### src/rtl/video_addr_counter.sv
// Video DMA word-address generator: base/counter/line-offset/hscroll registers
// plus the per-slot fetch request that feeds the shifter.
module video_addr_counter #(
  parameter bit STE    = 1'b1,
  parameter int ADDR_W = 22
) (
  input  logic              clk,
  input  logic              reset,
  input  logic              fetch,
  input  logic              de,
  input  logic              vsync_n,
  input  logic              cpu_sel,
  input  logic [4:0]        cpu_addr,
  input  logic              cpu_we,
  input  logic [7:0]        cpu_din,
  output logic [7:0]        cpu_dout,
  output logic [ADDR_W-2:0] vid_addr,
  output logic              vid_req
);

  // Counter and base are held as word addresses; byte bit 0 is implicitly 0.
  localparam int WA   = ADDR_W - 1;
  localparam int HI_W = ADDR_W - 16;

  localparam logic [4:0] A_BASE_HI  = 5'h00;
  localparam logic [4:0] A_BASE_MID = 5'h01;
  localparam logic [4:0] A_CNT_HI   = 5'h02;
  localparam logic [4:0] A_CNT_MID  = 5'h03;
  localparam logic [4:0] A_CNT_LO   = 5'h04;
  localparam logic [4:0] A_BASE_LO  = 5'h06;
  localparam logic [4:0] A_LINEWID  = 5'h07;
  // hscroll sits at word offset 0x32; only A5..A1 reach this block, so it decodes as 0x12.
  localparam logic [4:0] A_HSCROLL  = 5'h12;

  logic [WA-1:0]   cnt_reg, cnt_next;
  logic [HI_W-1:0] base_hi_reg;
  logic [7:0]      base_mid_reg;
  logic [6:0]      base_lo;
  logic [7:0]      linewid;
  logic [3:0]      hscroll;
  logic            pending_reg, pending_next;
  logic            vsync_q_reg, de_q_reg;

  logic vsync_fall, de_rise, de_fall, cpu_wr, cnt_wr, req;
  logic [WA-1:0] base_word;

  assign vsync_fall = vsync_q_reg & ~vsync_n;
  assign de_rise    = ~de_q_reg & de;
  assign de_fall    = de_q_reg & ~de;
  assign cpu_wr     = cpu_sel & cpu_we;
  assign cnt_wr     = STE && cpu_wr &&
                      (cpu_addr == A_CNT_HI || cpu_addr == A_CNT_MID || cpu_addr == A_CNT_LO);
  assign req        = fetch & (de | pending_reg);
  assign base_word  = {base_hi_reg, base_mid_reg, base_lo};

  assign vid_addr = cnt_reg;
  assign vid_req  = req & ~reset;

  generate
    if (STE) begin : g_ste
      logic [6:0] base_lo_reg;
      logic [7:0] linewid_reg;
      logic [3:0] hscroll_reg;

      always_ff @(posedge clk or posedge reset) begin
        if (reset) begin
          base_lo_reg <= '0;
          linewid_reg <= '0;
          hscroll_reg <= '0;
        end else if (cpu_wr) begin
          case (cpu_addr)
            A_BASE_LO: base_lo_reg <= cpu_din[7:1];
            A_LINEWID: linewid_reg <= cpu_din;
            A_HSCROLL: hscroll_reg <= cpu_din[3:0];
            default: ;
          endcase
        end
      end

      assign base_lo = base_lo_reg;
      assign linewid = linewid_reg;
      assign hscroll = hscroll_reg;
    end else begin : g_st
      // Plain ST: low base byte is hardwired 0, so high/mid writes always leave it clear.
      assign base_lo = '0;
      assign linewid = '0;
      assign hscroll = '0;
    end
  endgenerate

  // Only one counter update per clock; lower-priority updates are lost.
  always_comb begin
    cnt_next = cnt_reg;
    if (vsync_fall) begin
      cnt_next = base_word;
    end else if (cnt_wr) begin
      case (cpu_addr)
        A_CNT_HI:  cnt_next[WA-1:15] = cpu_din[HI_W-1:0];
        A_CNT_MID: cnt_next[14:7]    = cpu_din;
        default:   cnt_next[6:0]     = cpu_din[7:1];
      endcase
    end else if (de_fall) begin
      cnt_next = cnt_reg + WA'(linewid);
    end else if (req) begin
      cnt_next = cnt_reg + 1'b1;
    end
  end

  // The prefetch word is taken by the first slot that de itself does not cover.
  always_comb begin
    pending_next = pending_reg;
    if (vsync_fall)
      pending_next = 1'b0;
    else if (de_rise && hscroll != 4'd0)
      pending_next = 1'b1;
    else if (fetch && !de)
      pending_next = 1'b0;
  end

  always_ff @(posedge clk or posedge reset) begin
    if (reset) begin
      cnt_reg      <= '0;
      base_hi_reg  <= '0;
      base_mid_reg <= '0;
      pending_reg  <= 1'b0;
      vsync_q_reg  <= 1'b1;
      de_q_reg     <= 1'b0;
    end else begin
      cnt_reg     <= cnt_next;
      pending_reg <= pending_next;
      vsync_q_reg <= vsync_n;
      de_q_reg    <= de;
      if (cpu_wr && cpu_addr == A_BASE_HI)  base_hi_reg  <= cpu_din[HI_W-1:0];
      if (cpu_wr && cpu_addr == A_BASE_MID) base_mid_reg <= cpu_din;
    end
  end

  always_comb begin
    cpu_dout = 8'hFF;
    case (cpu_addr)
      A_BASE_HI: begin
        cpu_dout = '0;
        cpu_dout[HI_W-1:0] = base_hi_reg;
      end
      A_BASE_MID: cpu_dout = base_mid_reg;
      A_CNT_HI: begin
        cpu_dout = '0;
        cpu_dout[HI_W-1:0] = cnt_reg[WA-1:15];
      end
      A_CNT_MID: cpu_dout = cnt_reg[14:7];
      A_CNT_LO:  cpu_dout = {cnt_reg[6:0], 1'b0};
      A_BASE_LO: cpu_dout = {base_lo, 1'b0};
      A_LINEWID: cpu_dout = linewid;
      A_HSCROLL: cpu_dout = {4'b0000, hscroll};
      default:   cpu_dout = 8'hFF;
    endcase
  end

endmodule

### config.mk
export PLATFORM = sky130hd
export DESIGN_NAME = video_addr_counter
export DESIGN_NICKNAME = d
export VERILOG_FILES = /design/src/rtl/video_addr_counter.sv
export SDC_FILE = /design/constraint.sdc
export NUM_CORES = 1
export LEC_CHECK = 0
export BUFFER_PORTS_ARGS = -buffer_cell sky130_fd_sc_hd__buf_2
export CORE_AREA = 2 2 79 81
export CTS_BUF_LIST = sky130_fd_sc_hd__clkbuf_4 sky130_fd_sc_hd__clkbuf_8
export CTS_CLUSTER_SIZE = 30
export DETAILED_ROUTE_END_ITERATION = 10
export DIE_AREA = 0 0 81 83
export GPL_TIMING_DRIVEN = 1
export PLACE_DENSITY = 0.95
export SLEW_MARGIN = 20
export SYNTH_ARGS = -nofsm -noshare
export SYNTH_HDL_FRONTEND = slang
export SYNTH_SLANG_ARGS = --single-unit
### constraint.sdc
create_clock -name clk -period 5.6 [get_ports clk]
set_input_delay 1.12 -clock clk [delete_from_list [all_inputs] [get_ports clk]]
set_output_delay 1.12 -clock clk [all_outputs]
set_load 0.005 [all_outputs]
==> flow_metrics.env, run 1 <==
export IMPL_most_common_cell_after_layout_fill_and_taps_aside="dfrtp_1"
export IMPL_htree_num_levels=3
export IMPL_synth_top_cell_area_share_pct=37.6
export IMPL_synth_enable_flop_cells=0
export IMPL_floorplan_initialDensity_pct=64.1
export IMPL_seq_power_share_pct=44.3
export IMPL_ioPinCount=50
export IMPL_data_required_time_at_the_worst_endpoint_ns=4.48
export IMPL_post_route_worst_setup_slack_ns=1.63
export IMPL_highest_count_cells_in_the_layout_ignoring_fill_and_taps="dfrtp_1 (56), buf_2 (49), nor2_1 (36)"
export IMPL_ys_seq_area_share_pct=38.3
export IMPL_routed_wirelength_mm=10.9
export IMPL_swShare_pct=33.9
export IMPL_finalSetupViolCount=0
export IMPL_critPathLaunch="cpu_addr[1]"
export IMPL_clock_path_buffers=2
export IMPL_cell_area_placed_sq_mm=0.00399
export IMPL_post_place_cells=506
export IMPL_synth_async_sr_flop_share_pct=100
export IMPL_final_net_count=471
export IMPL_min_period_over_period_pct=70.9
export IMPL_wl_per_cell_um=20.9
export IMPL_avgSynthCellArea_sq_um=9.37
export IMPL_fp_dieW_um=81
export IMPL_final_min_clock_period_ns=3.97
export IMPL_timing_fmax_ghz=0.252
export IMPL_maxSlewHeadroom_pct=44.9
export IMPL_grt_pass1_vias=3421
export IMPL_finalWeightedCongestion=1.04
export IMPL_antenna_violating_nets_post_route=0
export IMPL_synth_area_leader_cell="dfrtp_1"
export IMPL_timing_setup_tns_ns=0
export IMPL_hold_violations=0
export IMPL_fin_area_sq_mm=0.00419
export IMPL_clock_power_share_pct=30.4
export IMPL_yosys_register_bits=57
export IMPL_mappedNetlistNets=427
export IMPL_cts_tree="built"
export IMPL_worstPathMaxFanout=12
export IMPL_yosysWarningCount=0
export IMPL_totalPowerFinal_mw=1.31
export IMPL_grt_antenna_before_repair=0
export IMPL_syn2layout_area_growth_pct=12.3
export IMPL_die_area_sq_mm=0.00672
export IMPL_core_rowCount=28
export IMPL_globalRouteTotalUtil_pct=34.2
export IMPL_post_cts_resized_instances=0
export IMPL_report_final_slew_viol_count=0
export IMPL_hold_path_startpoint="g_ste.hscroll_reg[2]"
export IMPL_internal_power_mw=0.865
export IMPL_timing_worst_setup_path_type="input port to primary output"
export IMPL_vdd_ir_drop_worst_v=0.000220
export IMPL_synth_lib_cells_used_distinct=63
export IMPL_critPathArrivalTime_ns=2.85
export IMPL_finish_utilization_pct=72.0
export IMPL_grt_first_pass_wirelength_mm=17.4
export IMPL_rsz0062_at_grt="false"
export IMPL_post_cts_setup_buffers=0
export IMPL_num_vias=3680
export IMPL_largest_reg_flops=21
export IMPL_detailedRoute_firstIterationViolations=416
export IMPL_timing_clock_skew_ns=0.0121
export IMPL_dieHeight_um=83
export IMPL_vias_per_cell=7.05
export IMPL_netSwitchingPower_mw=0.443
export IMPL_gr_total_overflow=0
export IMPL_synth_area_sq_mm=0.00373
export IMPL_post_synth_inst_count=398
export IMPL_power_frac_comb_pct=25.3
export IMPL_port_buffers=49
export IMPL_power_density_mw_per_mm2=312
export IMPL_total_cts_buffers=9
export IMPL_dpl_hpwl_mm=7.74
export IMPL_worstSkewPairLatency_ns=0.36
export IMPL_fillers=448
export IMPL_setup_worst_path_end_class="primary output"
export IMPL_grt_start_max_net_pins=58
export IMPL_clk_root_buffer_cell="clkbuf_8"
export IMPL_synthFlopType="dfrtp_1"
export IMPL_source_of_the_worst_register_to_register_timing_path="de_q_reg"
export IMPL_worst_slew_pin_transition_ns=0.827
export IMPL_worst_hold_path_type="flop to flop"
export IMPL_drtPass1Iterations=5
export IMPL_layout_drive_gt1_share_pct=26.2
export IMPL_ctsHoldBuffers=0
export IMPL_instances_no_fill=522
export IMPL_core_area_sq_mm=0.00582
export IMPL_run_status="finished, final reports clean"
export IMPL_cts_clk_pin_slew_worst_paths_ns=0.06
export IMPL_synth_area_leaders="dfrtp_1 (38%), mux2_2 (10%), o21ai_0 (4.2%)"
export IMPL_drcViolationCount=0
export IMPL_leakage_nw=1.90
export IMPL_num_clock_sinks=57
export IMPL_diodes=0
export IMPL_timing_critical_path_from_type="input port"
export IMPL_final_hold_worst_slack_ns=0.528
export IMPL_max_cap_violations=0
export IMPL_detailedPlace_worstSlack_ns=1.59
Yosys cell counts, types with 2 or more instances:
master and instances:
nand2_1 35, and2_1 9, a211oi_1 5, o21ai_0 31
a21o_1 4, nand2b_1 3, buf_4 4, nand3_1 15
o211ai_1 3, nand4_1 8, mux2i_1 10, dfrtp_1 56
a2bb2oi_1 2, o31ai_1 7, a211o_1 2, xor2_1 3
nor2_1 36, a22oi_1 7, a31oi_1 4, buf_2 7
o22ai_1 5, nor3b_2 2, nor2b_1 6, o2111ai_1 2
o31a_1 2, ha_1 8, clkbuf_1 6, a221oi_1 6
nand3b_1 2, o22ai_2 2, and3_1 4, a311oi_1 3
nor3_2 2, xnor2_1 2, a21oi_1 28, mux2_2 33
inv_1 8
critical path: stages:
cell and delay (ns):
buf_2 0.26, or3b_4 0.46, nor3_4 0.35, nand2_1 0.11
o21ai_0 0.17, a221oi_1 0.10, nand4_1 0.14, buf_2 0.13
cells by family (layout without fill, tap and decap cells):
| group | count (synthesis) | in the layout | share of synthesized area [%] |
|---|---|---|---|
| buffers and inverters | 27 | 76 | 3.59 |
| flip-flops | 57 | 57 | 38.3 |
| AO/OA/AOI/OAI | 126 | 126 | 23.0 |
| XOR/XNOR | 5 | 5 | 1.17 |
| adder cells (fa/ha/maj) | 9 | 9 | 3.22 |
| AND/OR/NAND/NOR | 131 | 131 | 18.1 |
| multiplexers | 43 | 43 | 12.6 |
power groups by stage:
stage	combinational, mW	clock, mW	sequential [mW]
2_1_floorplan	0.224	0	0.548
3_3_place_gp	0.309	0	0.577
3_5_place_dp	0.322	0	0.580
4_1_cts	0.326	0.401	0.574
5_1_grt	0.366	0.420	0.586
6_report	0.331	0.397	0.580
path summary, 6_finish.rpt:
check | end | slack, ns | depth (start not counted)
min in group asynchronous | vid_addr[17] | 0.96 | 3
worst max register to register | vid_addr[13] | 2.40 | 10
max in group asynchronous | g_ste.linewid_reg[4] | 4.16 | 3
worst max-delay path | cpu_dout[1] | 1.63 | 8
worst min register to register | g_ste.hscroll_reg[2] | 0.53 | 1
worst min-delay path | g_ste.hscroll_reg[2] | 0.53 | 1
per-layer routing:
layer / vias to the layer above / wire, um / GRT usage (%) / share of wire [%]
li1: 1586 / - / - / -
met1: 1768 / 4170 / 45.8 / 38
met2: 267 / 5050 / 52.4 / 46
met3: 59 / 1260 / 8.59 / 12
met4: 0 / 438 / 14.6 / 4.0
met5: - / 0 / 0 / 0
layout make-up:
| cell class | count | area, sq um | share of cell area, % |
|---|---|---|---|
| clock buffers | 13 | 160 | 3.82 |
| well taps | 75 | 93.8 | 2.24 |
| multi-input cells | 314 | 2170 | 51.8 |
| flip-flops and latches | 57 | 1430 | 34.1 |
| inverters | 8 | 30.0 | 0.717 |
| repair buffers | 52 | 268 | 6.39 |
| clock inverters | 3 | 40.0 | 0.956 |
Power figures use the tool's default switching activity.
==> run 2, diff against run 1 <==
--- a/config.mk
+++ b/config.mk
@@ -6,13 +6,13 @@
 export NUM_CORES = 1
 export LEC_CHECK = 0
 export BUFFER_PORTS_ARGS = -buffer_cell sky130_fd_sc_hd__buf_2
-export CORE_AREA = 2 2 79 81
+export CORE_AREA = 2 2 82 84
 export CTS_BUF_LIST = sky130_fd_sc_hd__clkbuf_4 sky130_fd_sc_hd__clkbuf_8
 export CTS_CLUSTER_SIZE = 30
 export DETAILED_ROUTE_END_ITERATION = 10
-export DIE_AREA = 0 0 81 83
+export DIE_AREA = 0 0 84 86
 export GPL_TIMING_DRIVEN = 1
-export PLACE_DENSITY = 0.95
+export PLACE_DENSITY = 0.89
 export SLEW_MARGIN = 20
 export SYNTH_ARGS = -nofsm -noshare
 export SYNTH_HDL_FRONTEND = slang
==> constraint.sdc (replaced) <==
create_clock -name clk -period 4.05 [get_ports clk]
set_input_delay 0.81 -clock clk [delete_from_list [all_inputs] [get_ports clk]]
set_output_delay 0.81 -clock clk [all_outputs]
set_load 0.005 [all_outputs]
==> run 2 against run 1 <==
Compared with the run above:
- clock skew shrank 0.0032 ns
- sequential share of layout area shrank 0.20 points
- largest cell class unchanged
- first-iteration DRC count grew 5.8%
- global-route usage shrank 1.2 points
- largest power group unchanged
- core utilization shrank 4.9 points
==> flow_metrics.env, run 2 (same netlist as run 1, synthesis figures left out) <==
export IMPL_globalRouteTotalUtil_pct=33.1
export IMPL_fillers=503
export IMPL_final_net_count=472
export IMPL_cts_tree="built"
export IMPL_setup_worst_path_end_class="primary output"
export IMPL_die_area_sq_mm=0.00722
export IMPL_detailedRoute_firstIterationViolations=440
export IMPL_finalWeightedCongestion=0.946
export IMPL_dieHeight_um=86
export IMPL_timing_setup_tns_ns=0
export IMPL_syn2layout_area_growth_pct=12.9
export IMPL_data_required_time_at_the_worst_endpoint_ns=3.24
export IMPL_hold_path_startpoint="base_lo[3]"
export IMPL_wl_per_cell_um=21.5
export IMPL_rsz0062_at_grt="false"
export IMPL_worstPathMaxFanout=12
export IMPL_fp_dieW_um=84
export IMPL_timing_clock_skew_ns=0.00890
export IMPL_vdd_ir_drop_worst_v=0.000313
export IMPL_diodes=0
export IMPL_finalSetupViolCount=0
export IMPL_leakage_nw=1.91
export IMPL_clk_root_buffer_cell="clkbuf_8"
export IMPL_min_period_over_period_pct=85.2
export IMPL_grt_pass1_vias=3655
export IMPL_total_cts_buffers=9
export IMPL_worst_hold_path_type="flop to flop"
export IMPL_max_cap_violations=0
export IMPL_maxSlewHeadroom_pct=39.2
export IMPL_clock_path_buffers=2
export IMPL_layout_drive_gt1_share_pct=26.3
export IMPL_htree_num_levels=3
export IMPL_critPathLaunch="cpu_addr[1]"
export IMPL_most_common_cell_after_layout_fill_and_taps_aside="dfrtp_1"
export IMPL_post_cts_resized_instances=0
export IMPL_ctsHoldBuffers=0
export IMPL_fin_area_sq_mm=0.00421
export IMPL_worstSkewPairLatency_ns=0.36
export IMPL_highest_count_cells_in_the_layout_ignoring_fill_and_taps="dfrtp_1 (56), buf_2 (49), nor2_1 (36)"
export IMPL_totalPowerFinal_mw=1.84
export IMPL_ioPinCount=50
export IMPL_floorplan_initialDensity_pct=59.4
export IMPL_power_density_mw_per_mm2=436
export IMPL_largest_reg_flops=21
export IMPL_timing_critical_path_from_type="input port"
export IMPL_run_status="finished, final reports clean"
export IMPL_timing_worst_setup_path_type="input port to primary output"
export IMPL_timing_fmax_ghz=0.290
export IMPL_cell_area_placed_sq_mm=0.00400
export IMPL_grt_antenna_before_repair=0
export IMPL_source_of_the_worst_register_to_register_timing_path="de_q_reg"
export IMPL_routed_wirelength_mm=11.3
export IMPL_cts_clk_pin_slew_worst_paths_ns=0.06
export IMPL_num_clock_sinks=57
export IMPL_grt_first_pass_wirelength_mm=18.5
export IMPL_critPathArrivalTime_ns=2.64
export IMPL_vias_per_cell=7.05
export IMPL_antenna_violating_nets_post_route=0
export IMPL_core_area_sq_mm=0.00628
export IMPL_gr_total_overflow=0
export IMPL_post_cts_setup_buffers=0
export IMPL_core_rowCount=29
export IMPL_port_buffers=49
export IMPL_report_final_slew_viol_count=0
export IMPL_drtPass1Iterations=5
export IMPL_num_vias=3703
export IMPL_final_min_clock_period_ns=3.45
export IMPL_grt_start_max_net_pins=38
export IMPL_hold_violations=0
export IMPL_worst_slew_pin_transition_ns=0.904
export IMPL_drcViolationCount=0
export IMPL_dpl_hpwl_mm=7.97
[run 2: cell types whose count changed in the layout (fill, tap and decap cells not counted)]
cell / before / now
clkbuf_8: 10 / 12
buf_4: 3 / 4
clkbuf_4: 3 / 2
clkinv_2: 2 / 1
[run 2: per-stage QoR]
| stage | hold WS, ns | cells | util [%] | setup WS [ns] |
|---|---|---|---|---|
| final | 0.537 | 525 | 67.1 | 0.601 |
| after global routing | 0.547 | 525 | 67.1 | 0.516 |
| after CTS | 0.537 | 525 | 67.1 | 0.659 |
| after detailed placement | 0.522 | 509 | 63.7 | 0.441 |
| after global placement | 0.515 | 509 | 63.7 | 0.538 |
| after floorplan | 0.493 | 398 | - | 1.08 |
[run 2: final timing paths]
path                            slack (ns)  depth (start not counted)      endpoint
max in group asynchronous             2.67                          3    base_lo[4]
worst min register to register        0.54                          1    base_lo[3]
worst max register to register        0.93                         10  vid_addr[13]
min in group asynchronous             0.60                          2   vid_addr[7]
worst min-delay path                  0.54                          1    base_lo[3]
worst max-delay path                  0.60                          6   cpu_dout[1]
[run 2: where the power goes]
group	internal (mW)	leakage [nW]	switching, mW	total [mW]
Clock	0.347	0.114	0.234	0.581
Sequential	0.667	0.730	0.134	0.801
Combinational	0.210	1.07	0.246	0.456
[run 2: cell type report]
| class | count | area [sq um] | area share [%] |
|---|---|---|---|
| tap | 77 | 96.3 | 2.29 |
| inverter | 8 | 30.0 | 0.713 |
| clock buffer | 14 | 180 | 4.28 |
| clock inverter | 2 | 35.0 | 0.832 |
| sequential | 57 | 1430 | 33.9 |
| multi-input combinational | 314 | 2170 | 51.5 |
| timing repair buffer | 53 | 275 | 6.53 |
[run 2: routing by layer]
| layer | part of all wire [%] | wire length (um) | vias to the layer above | track usage (%) |
|---|---|---|---|---|
| li1 | - | - | 1591 | - |
| met1 | 39 | 4430 | 1806 | 41.7 |
| met2 | 46 | 5150 | 257 | 52.6 |
| met3 | 11 | 1300 | 49 | 9.05 |
| met4 | 3.6 | 402 | 0 | 16.9 |
| met5 | 0 | 0 | - | 0 |
[run 2: worst max-delay path: stages]
cell      delay [ns]
buf_2           0.26
or3b_4          0.47
nor2_1          0.52
a221oi_1        0.28
nand4_1         0.17
buf_2           0.13
